File: config.mk
export PLATFORM = sky130hd
export DESIGN_NAME = haeuslermarkus_fir_filter_flat
export DESIGN_NICKNAME = d
export VERILOG_FILES = /design/src/rtl/haeuslermarkus_fir_filter_if.sv /design/src/rtl/haeuslermarkus_fir_filter.sv /design/src/flat_wrapper.sv
export SDC_FILE = /design/constraint.sdc
export NUM_CORES = 1
export LEC_CHECK = 0
export CORE_MARGIN = 2
export CORE_UTILIZATION = 60
export DETAILED_ROUTE_END_ITERATION = 7
export PLACE_DENSITY = 0.77
export SLEW_MARGIN = 10
export SYNTH_ARGS = -nofsm -noshare
export SYNTH_HDL_FRONTEND = slang
export SYNTH_SLANG_ARGS = --single-unit
export TNS_END_PERCENT = 10
File: constraint.sdc
create_clock -name clk -period 8.2 [get_ports clk]
set_clock_uncertainty 0.15 [all_clocks]
set_input_delay 1.23 -clock clk [delete_from_list [all_inputs] [get_ports clk]]
set_output_delay 1.23 -clock clk [all_outputs]
set_load 0.02 [all_outputs]
File: src/rtl/haeuslermarkus_fir_filter_if.sv
// Pad-ring bundle for the FIR filter: data/strobe inputs and filtered output.
// The master drives the inputs; the slave is the filter.
interface haeuslermarkus_fir_filter_if;
    logic       ena;
    logic [7:0] ui_in;
    logic [7:0] uio_in;
    logic [7:0] uo_out;
    logic [7:0] uio_out;
    logic [7:0] uio_oe;

    modport master (
        output ena, ui_in, uio_in,
        input  uo_out, uio_out, uio_oe
    );

    modport slave (
        input  ena, ui_in, uio_in,
        output uo_out, uio_out, uio_oe
    );
endinterface

File: src/rtl/haeuslermarkus_fir_filter.sv
// 4-tap signed 8-bit FIR with run-time loadable Q1.7 coefficients and a registered output.
// Define FIR_SAT_EN to saturate the output to [-128,127]; otherwise the output wraps.
module haeuslermarkus_fir_filter #(
    parameter int unsigned Taps  = 4,
    parameter int unsigned Shift = 7
) (
    input logic                          clk,
    input logic                          rst_n,
    haeuslermarkus_fir_filter_if.slave   bus
);

    localparam logic signed [7:0] CoefReset = 8'sd32;

    logic signed [7:0]  x_q [Taps];
    logic signed [7:0]  x_d [Taps];
    logic signed [7:0]  c_q [Taps];
    logic signed [7:0]  c_d [Taps];
    logic signed [15:0] prod [Taps];
    logic signed [17:0] acc;
    logic signed [17:0] y_full;
    logic [7:0]         y_fmt;
    logic [7:0]         out_q;
    logic               accept;
    logic               pend_q;
    logic               valid_q;

    logic sample_valid, coef_wr, clear;
    logic [1:0] coef_idx;

    assign sample_valid = bus.uio_in[0];
    assign coef_wr      = bus.uio_in[1];
    assign coef_idx     = bus.uio_in[3:2];
    assign clear        = bus.uio_in[4];

    always_comb begin
        for (int i = 0; i < int'(Taps); i++) begin
            x_d[i] = x_q[i];
            c_d[i] = c_q[i];
        end
        accept = 1'b0;
        if (bus.ena) begin
            if (coef_wr) begin
                c_d[coef_idx] = bus.ui_in;
            end else if (clear) begin
                for (int i = 0; i < int'(Taps); i++) begin
                    x_d[i] = '0;
                end
            end else if (sample_valid) begin
                for (int i = int'(Taps) - 1; i > 0; i--) begin
                    x_d[i] = x_q[i-1];
                end
                x_d[0] = bus.ui_in;
                accept = 1'b1;
            end
        end
    end

    // 18-bit accumulator holds the worst case 4 * (-128 * -128) without overflow.
    always_comb begin
        acc = '0;
        for (int i = 0; i < int'(Taps); i++) begin
            prod[i] = c_q[i] * x_q[i];
            acc     = acc + {{2{prod[i][15]}}, prod[i]};
        end
        y_full = acc >>> Shift;
    end

`ifdef FIR_SAT_EN
    always_comb begin
        if (y_full > 18'sd127) begin
            y_fmt = 8'h7F;
        end else if (y_full < -18'sd128) begin
            y_fmt = 8'h80;
        end else begin
            y_fmt = y_full[7:0];
        end
    end
`else
    assign y_fmt = y_full[7:0];
`endif

    always_ff @(posedge clk or negedge rst_n) begin
        if (!rst_n) begin
            for (int i = 0; i < int'(Taps); i++) begin
                x_q[i] <= '0;
                c_q[i] <= CoefReset;
            end
            out_q   <= '0;
            pend_q  <= 1'b0;
            valid_q <= 1'b0;
        end else begin
            for (int i = 0; i < int'(Taps); i++) begin
                x_q[i] <= x_d[i];
                c_q[i] <= c_d[i];
            end
            out_q   <= y_fmt;
            // Valid trails the accept by two edges: one to shift in, one to register y.
            pend_q  <= accept;
            valid_q <= pend_q;
        end
    end

    assign bus.uo_out  = out_q;
    assign bus.uio_out = {valid_q, 7'b0};
    assign bus.uio_oe  = 8'h80;

    logic unused_ok;
    assign unused_ok = ^{bus.uio_in[7:5], y_full[17:8]};

endmodule

File: src/flat_wrapper.sv
// flat-port wrapper written by rule: the top's interface ports become plain ports
module haeuslermarkus_fir_filter_flat 
#(
    parameter int unsigned Taps  = 4,
    parameter int unsigned Shift = 7
)
  (clk, rst_n, bus_ena, bus_ui_in, bus_uio_in, bus_uo_out, bus_uio_out, bus_uio_oe);
  haeuslermarkus_fir_filter_if bus_i ();
  input logic clk;
  input logic rst_n;
  input wire logic [$bits(bus_i.ena)-1:0] bus_ena;
  input wire logic [$bits(bus_i.ui_in)-1:0] bus_ui_in;
  input wire logic [$bits(bus_i.uio_in)-1:0] bus_uio_in;
  output wire logic [$bits(bus_i.uo_out)-1:0] bus_uo_out;
  output wire logic [$bits(bus_i.uio_out)-1:0] bus_uio_out;
  output wire logic [$bits(bus_i.uio_oe)-1:0] bus_uio_oe;
  assign bus_i.ena = bus_ena;
  assign bus_i.ui_in = bus_ui_in;
  assign bus_i.uio_in = bus_uio_in;
  assign bus_uo_out = bus_i.uo_out;
  assign bus_uio_out = bus_i.uio_out;
  assign bus_uio_oe = bus_i.uio_oe;
  haeuslermarkus_fir_filter #(.Taps(Taps), .Shift(Shift)) u_core (.clk(clk), .rst_n(rst_n), .bus(bus_i));
endmodule
Yosys cells after proc, flatten, opt, wreduce, memory -nomap -nowiden
Cells that the tools add are included.

cells by class
  $add $sub $neg = 3
  $mul = 4
  order comparisons = 2
  muxes and demuxes = 9
  bitwise operators = 2
  reduce and logical (&&, ||, !) cells = 4

operator list
  kind                  count
  $mux W32              2
  $mul A8 B8 Y15        4
  $add A15 B15 Y15      3
  $bwmux W32            1
  $demux W8 S2          1
  $mux W8               1
  $mux W1               4
  $ge A3 B3 Y1 const B  1
  $lt A3 B1 Y1 const B  1
  $not A2 Y3            1
  $reduce_and A3 Y1     1
  $reduce_and A2 Y1     1
  $reduce_bool A2 Y1    1
  $logic_and A1 B1 Y1   1
  $not A1 Y1            1

storage, ports and cells
  register bits after elaboration = 74
  input port bits = 19
  output and inout port bits = 24

Longest topological paths before layout
Gate-level depths: netlist of run 1.

  depth after elaboration = 6
  depth in mapped cells = 24
  mapped depth without buffers = 23

Least setup slack after synthesis of run 1
Ideal clock, no wire load.

  path type = reg2reg
  start point = reg u_core.c_q[23] in the netlist's numbering
  end point = reg u_core.out_q[7] (netlist: u_core.bus.uo_out[7])
  setup time = 0.124 ns
  data arrival time = 6.336 ns
  data required time = 7.926 ns
  slack = 1.590 ns
  stages on the path, launching flop included = 22
  clock period less this slack = 6.610 ns
  cells stage by stage = dfrtp_1 buf_2 and2_1 inv_1 fa_1 fa_1 inv_1 fa_1 fa_1 fa_1 fa_1 fa_1 inv_1 fa_1 inv_1 ha_1 a21o_1 a21o_1 a41o_1 a2111oi_2 o21bai_1 xnor2_1

on the way
  longest elaborated chain between the ends = 4

RTL lines
  element                            RTL line                         RTL
  from (decl)                        haeuslermarkus_fir_filter.sv:16  logic signed [7:0] c_q [Taps];
  from (signal, indexed assignment)  haeuslermarkus_fir_filter.sv:86  c_q[i] <= CoefReset;
  from (signal, indexed assignment)  haeuslermarkus_fir_filter.sv:94  c_q[i] <= c_d[i];
  $mul A8 B8 Y15                     haeuslermarkus_fir_filter.sv:62  prod[i] = c_q[i] * x_q[i];
  $add A15 B15 Y15 (3 in a row)      haeuslermarkus_fir_filter.sv:63  acc = acc + {{2{prod[i][15]}}, prod[i]};
  via u_core.acc[14]                 haeuslermarkus_fir_filter.sv:19  logic signed [17:0] acc;
  to (signal assigned)               haeuslermarkus_fir_filter.sv:96  out_q <= y_fmt;
  to (decl)                          haeuslermarkus_fir_filter.sv:22  logic [7:0] out_q;

The timed path passes the listed nets, and every way through them passes these cells.
A chain may end at the register's enable or synchronous reset.

Worst setup path in the final report of run 1
  start point = reg u_core.x_q[16] in the netlist's numbering
  end point = reg u_core.out_q[7] (netlist: u_core.bus.uo_out[7])

on the way
  longest elaborated chain between the ends = 4

RTL lines
  element                            RTL line                         RTL
  from (decl)                        haeuslermarkus_fir_filter.sv:14  logic signed [7:0] x_q [Taps];
  from (signal, indexed assignment)  haeuslermarkus_fir_filter.sv:93  x_q[i] <= x_d[i];
  $mul A8 B8 Y15                     haeuslermarkus_fir_filter.sv:62
  $add A15 B15 Y15 (3 in a row)      haeuslermarkus_fir_filter.sv:63
  via u_core.acc[14]                 haeuslermarkus_fir_filter.sv:19

The timed path passes the listed nets, and every way through them passes these cells.

==> reports/qor.yml, run 1 <==
global_routing:
  grt_max_degree: 75
  grt_pass1_vias: 8719
  grt_usage: 0.278
  antenna_found_initial: 0
  grt_pass1_wl_mm: 46.2
  grt-ovfl-total: 0
clocking:
  cts-hold-fix-buffers: 0
  h-tree-depth: 3
  cts_buffers: 9
  clk_latency_ns: 0.35
  cts_num_sinks: 74
  cts-resized-gates: 0
  clk_path_buf_depth: 2
  cts-root-buf: "clkbuf_16"
  cts_setup_buffers: 0
  path_clk_slew_ns: 0.07
  cts_tree: "done"
timing:
  hold_violations: 0
  tightest_slew_ns: 1.02
  rsz0062_at_grt: "no"
  fmax_ghz: 0.138
  period_minus_slack_ns: 7.23
  timing.final.crit_share: 0.882
  slew_violations: 0
  finalSetupTns_ns: 0
  slew_headroom: 0.321
  setup_viol_count_final: 0
logic_synthesis:
  synth_simple_gate_area_frac: 0.119
  muxShareOfSynthArea: 0.0297
  synth.avg_cell_area_um2: 10.4
  async_reset_ff_frac: 1.00
  syn_inst: 1203
  synth_top_family_by_area: "adder cells"
  ys_types: 37
  synth-seq-area-share: 0.149
  synthFlopType: "dfrtp_1"
  yosys.area_share.adder: 0.519
  synth.top_cells.by_area: "fa_1, dfrtp_1, inv_1, ha_1, and2_1"
  yosysTopAreaCell: "fa_1"
  synth_warnings: 0
  synth_edf_count: 0
  syn_area_um2: 12500
  ys_ff_latch: 74
  synth_top_area_share: 0.433
  synth_xor_area_frac: 0.0320
  synth_compound_area_frac: 0.0344
flow_run:
  maxCapViolCount: 0
floorplan:
  num_rows: 52
  start_util: 0.615
  die_w_um: 148
  coreArea_um2: 20300
  die_h_um: 148
  die-area_um2: 22000
  ioPinCount: 43
pwr:
  p_per_area_nw_per_um2: 171
  total_power_mw: 2.25
  p_leak_nw: 6.62
  ir_worst_vdd_v: 0.000273
final_layout:
  area_delta_synth_final_pct: 5.48
  n_fill_cell: 1590
  nets: 1575
  diodes: 0
  final_area_um2: 13200
  drive_gt1_frac: 0.0498
min_path:
  holdCritStartpoint: "u_core.pend_q"
  hold_class: "flop to flop"
worst_setup_path:
  crit_path_end_kind: "flop"
  startpoint: "u_core.x_q[16]"
  worstSetupPathType: "flop to flop"
  worstReg2RegStart: "u_core.x_q[16]"
  arrival_ns: 7.32
  worst_setup_path_start_kind: "flop"
  cp_max_fo: 10
  crit_required_ns: 8.29
detailed_routing:
  antenna_left: 0
  drc: 0
  via_count: 7905
  dr.pass1.iters: 4
  drt_iter0_markers: 390
  routed_via_density: 5.36
  avgRoutedWirePerCell_um: 18.5
  wl_mm: 27.3
placed_design:
  dpl.hpwl_mm: 22.0
  gp_congestion: 0.898
  postPlaceCellArea_um2: 12900
  port_buffers: 24
status:
  status: "complete, no violations"
-- layout by cell type (no fill, tap or decap), drive strengths merged, types with 23 or more instances in the layout --
| cell type | n |
|---|---|
| and2 | 140 |
| nand2 | 87 |
| fa | 270 |
| xnor2 | 39 |
| clkdlybuf4s50 | 23 |
| mux2 | 32 |
| ha | 86 |
| inv | 318 |
| dfrtp | 70 |
| a22o | 32 |
-- layer usage --
metal / track usage / up-vias / part of all wire
li1: - / 3465 / -
met4: 0.112 / 0 / 0.043
met3: 0.0344 / 49 / 0.054
met5: 0 / - / 0
met1: 0.369 / 4132 / 0.39
met2: 0.472 / 259 / 0.51
-- power by group --
part           internal [mW]  leakage [nW]  switching [mW]  total, mW
registers              0.438         0.942           0.141      0.579
logic                  0.572          5.53           0.660       1.23
clock network          0.248         0.155           0.187      0.435
-- final cells by class --
cell class / instances / area, um^2 / area share
Inverter: 316 / 1190 / 0.0901
Clock inverter: 6 / 72.6 / 0.00551
Timing Repair Buffer: 25 / 245 / 0.0186
Sequential cell: 74 / 1860 / 0.141
Tap cell: 270 / 338 / 0.0257
Multi-Input combinational cell: 774 / 9230 / 0.701
Clock buffer: 10 / 239 / 0.0182
-- logic make-up after synthesis --
kind of cell    count (synthesis)
buf+inv                       368
fa+ha+maj                     356
simple gates                  273
flops                          74
compound gates                 53
xor+xnor                       44
mux                            33
other cells                     2
-- sequential cells by signal (all words and copies together) (netlist names) --
name / flops
u_core.bus.uo_out: 8
u_core.valid_q: 1
u_core.pend_q: 1
u_core.x_q: 32
u_core.c_q: 32
-- worst max-delay path, cell delays in order (launching register included) --
cell	delay, ns
dfrtp_1	0.56
and2_1	0.50
inv_1	0.12
fa_1	0.48
fa_1	0.52
inv_1	0.06
fa_1	0.56
fa_1	0.46
fa_1	0.54
fa_1	0.45
fa_1	0.49
inv_1	0.05
fa_1	0.47
inv_1	0.05
ha_1	0.32
a21o_1	0.17
a21o_1	0.17
a41o_1	0.27
a2111oi_2	0.46
o21bai_1	0.13
xnor2_1	0.13
-- cell usage after synthesis, types with 2 or more instances --
library cell and instances:
a21o_1 2, a21oi_1 7, a22o_1 32, and2_1 139, buf_2 4, buf_4 16, clkbuf_1 29, clkbuf_2 3
conb_1 2, dfrtp_1 70, dfstp_2 4, fa_1 270, ha_1 86, inv_1 316, mux2_2 32, nand2_1 87
nand2b_1 16, nand4_1 2, nand4b_1 2, nor2_1 8, nor2b_1 16, o21a_1 2, o21ai_0 3, xnor2_1 39
xor2_1 4
-- stage by stage --
step,worst slack [ns],hold slack [ns],utilization,instances
after CTS,0.969,0.209,0.648,1475
after global routing,0.668,0.221,0.648,1475
after detailed placement,0.982,0.193,0.633,1459
final,0.970,0.208,0.648,1475
after floorplan,1.59,0.181,-,1216
after global placement,1.09,0.184,0.633,1459
-- worst paths after layout --
path	end	slack (ns)	cells after the start
worst max-delay path	u_core.bus.uo_out[7]	0.97	20
worst min register to register	u_core.valid_q	0.21	0
min in group asynchronous	u_core.bus.uo_out[7]	0.89	1
worst max register to register	u_core.bus.uo_out[7]	0.97	20
worst min-delay path	u_core.valid_q	0.21	0
max in group asynchronous	u_core.x_q[14]	6.34	1
Power figures use the tool's default switching activity.
==> run 2: changes to the inputs <==
--- a/config.mk
+++ b/config.mk
@@ -9,7 +9,8 @@
 export CORE_UTILIZATION = 60
 export DETAILED_ROUTE_END_ITERATION = 7
 export PLACE_DENSITY = 0.77
-export SLEW_MARGIN = 10
+export SETUP_SLACK_MARGIN = 0.4
+export SLEW_MARGIN = 20
 export SYNTH_ARGS = -nofsm -noshare
 export SYNTH_HDL_FRONTEND = slang
 export SYNTH_SLANG_ARGS = --single-unit
==> reports/qor.yml, run 2 (synthesis results as in run 1) <==
status:
  status: "complete, no violations"
worst_setup_path:
  worst_setup_path_start_kind: "flop"
  cp_max_fo: 10
  arrival_ns: 7.33
  worstSetupPathType: "flop to flop"
  crit_path_end_kind: "flop"
  crit_required_ns: 8.29
detailed_routing:
  antenna_left: 0
  via_count: 7894
  drc: 0
  drt_iter0_markers: 431
  wl_mm: 27.4
  dr.pass1.iters: 5
  avgRoutedWirePerCell_um: 18.6
  routed_via_density: 5.35
clocking:
  cts_setup_buffers: 0
  cts-hold-fix-buffers: 0
  h-tree-depth: 3
  cts_buffers: 9
  clk_path_buf_depth: 2
  cts-resized-gates: 0
  cts_num_sinks: 74
  cts_tree: "done"
  cts-root-buf: "clkbuf_16"
  clk_latency_ns: 0.36
  path_clk_slew_ns: 0.07
timing:
  slew_headroom: 0.384
  period_minus_slack_ns: 7.24
  slew_violations: 0
  hold_violations: 0
  finalSetupTns_ns: 0
  fin_ws_ns: 0.962
  setup_viol_count_final: 0
  finalHoldWorstSlack_ns: 0.207
  tightest_slew_ns: 0.924
  timing.final.crit_share: 0.883
  rsz0062_at_grt: "no"
  fmax_ghz: 0.138
final_layout:
  diodes: 0
  utilization: 0.649
  n_fill_cell: 1590
  final_cell_mix: "inv_1, fa_1, and2_1, nand2_1, ha_1"
  area_delta_synth_final_pct: 5.52
  final_common_cell: "inv_1"
  nets: 1575
  drive_gt1_frac: 0.0498
global_routing:
  grt-ovfl-total: 0
  grt_pass1_wl_mm: 46.2
  grt_max_degree: 75
  antenna_found_initial: 0
  grt_usage: 0.278
  grt_pass1_vias: 8719
placed_design:
  gp_congestion: 0.898
  dpl.hpwl_mm: 22.0
  port_buffers: 24
  dp_slack_ns: 0.982
floorplan:
  start_util: 0.615
  ioPinCount: 43
  coreArea_um2: 20300
  die_w_um: 148
  num_rows: 52
  die-area_um2: 22000
  die_h_um: 148
pwr:
  ir_worst_vdd_v: 0.000272
  p_leak_nw: 6.62
  p_per_area_nw_per_um2: 171
min_path:
  hold_class: "flop to flop"
flow_run:
  maxCapViolCount: 0
run 2: final timing paths:
| check | slack (ns) | from | depth (start not counted) | endpoint |
|---|---|---|---|---|
| min in group asynchronous | 0.77 | rst_n | 1 | u_core.bus.uo_out[5] |
| hold / removal | 0.21 | u_core.pend_q | 0 | u_core.valid_q |
| max in group asynchronous | 6.62 | rst_n | 1 | u_core.valid_q |
| hold reg to reg | 0.21 | u_core.pend_q | 0 | u_core.valid_q |
| setup reg to reg | 0.96 | u_core.x_q[16] | 20 | u_core.bus.uo_out[7] |
| setup / recovery | 0.96 | u_core.x_q[16] | 20 | u_core.bus.uo_out[7] |
run 2: cell type report:
| type | count | area, um^2 | share of cell area |
|---|---|---|---|
| flip-flops and latches | 74 | 1860 | 0.141 |
| clock buffers | 10 | 239 | 0.0182 |
| multi-input cells | 774 | 9230 | 0.701 |
| inverters | 316 | 1190 | 0.0901 |
| clock inverters | 6 | 72.6 | 0.00551 |
| well taps | 270 | 338 | 0.0257 |
| repair buffers | 25 | 249 | 0.0189 |
run 2: per-stage QoR:
| stage | instance area, um^2 | total power, mW | cells |
|---|---|---|---|
| after floorplan | 12500 | 1.46 | 1216 |
| after global placement | 12900 | 1.77 | 1459 |
| after detailed placement | 12900 | 1.82 | 1459 |
| after CTS | 13200 | 2.27 | 1475 |
| after global routing | 13200 | 2.45 | 1475 |
| final | 13200 | 2.25 | 1475 |
run 2: critical path, stage by stage (launching register included):
cell and delay [ns]:
dfrtp_1 0.57, and2_1 0.50, inv_1 0.12, fa_1 0.47, fa_1 0.52, inv_1 0.06
fa_1 0.56, fa_1 0.46, fa_1 0.53, fa_1 0.45, fa_1 0.50, inv_1 0.05
fa_1 0.47, inv_1 0.05, ha_1 0.32, a21o_1 0.17, a21o_1 0.17, a41o_1 0.27
a2111oi_2 0.47, o21bai_1 0.13, xnor2_1 0.14
run 2: power by group:
part	internal (mW)	total [mW]	switching, mW	leakage (nW)
sequential	0.438	0.579	0.141	0.942
clock	0.248	0.434	0.186	0.155
combinational	0.572	1.23	0.660	5.53
run 2: metal layers:
layer / GRT usage / part of all wire / vias up
met5: 0 / 0 / -
met4: 0.112 / 0.044 / 0
met3: 0.0344 / 0.059 / 50
met2: 0.472 / 0.51 / 248
met1: 0.369 / 0.39 / 4132
li1: - / - / 3464
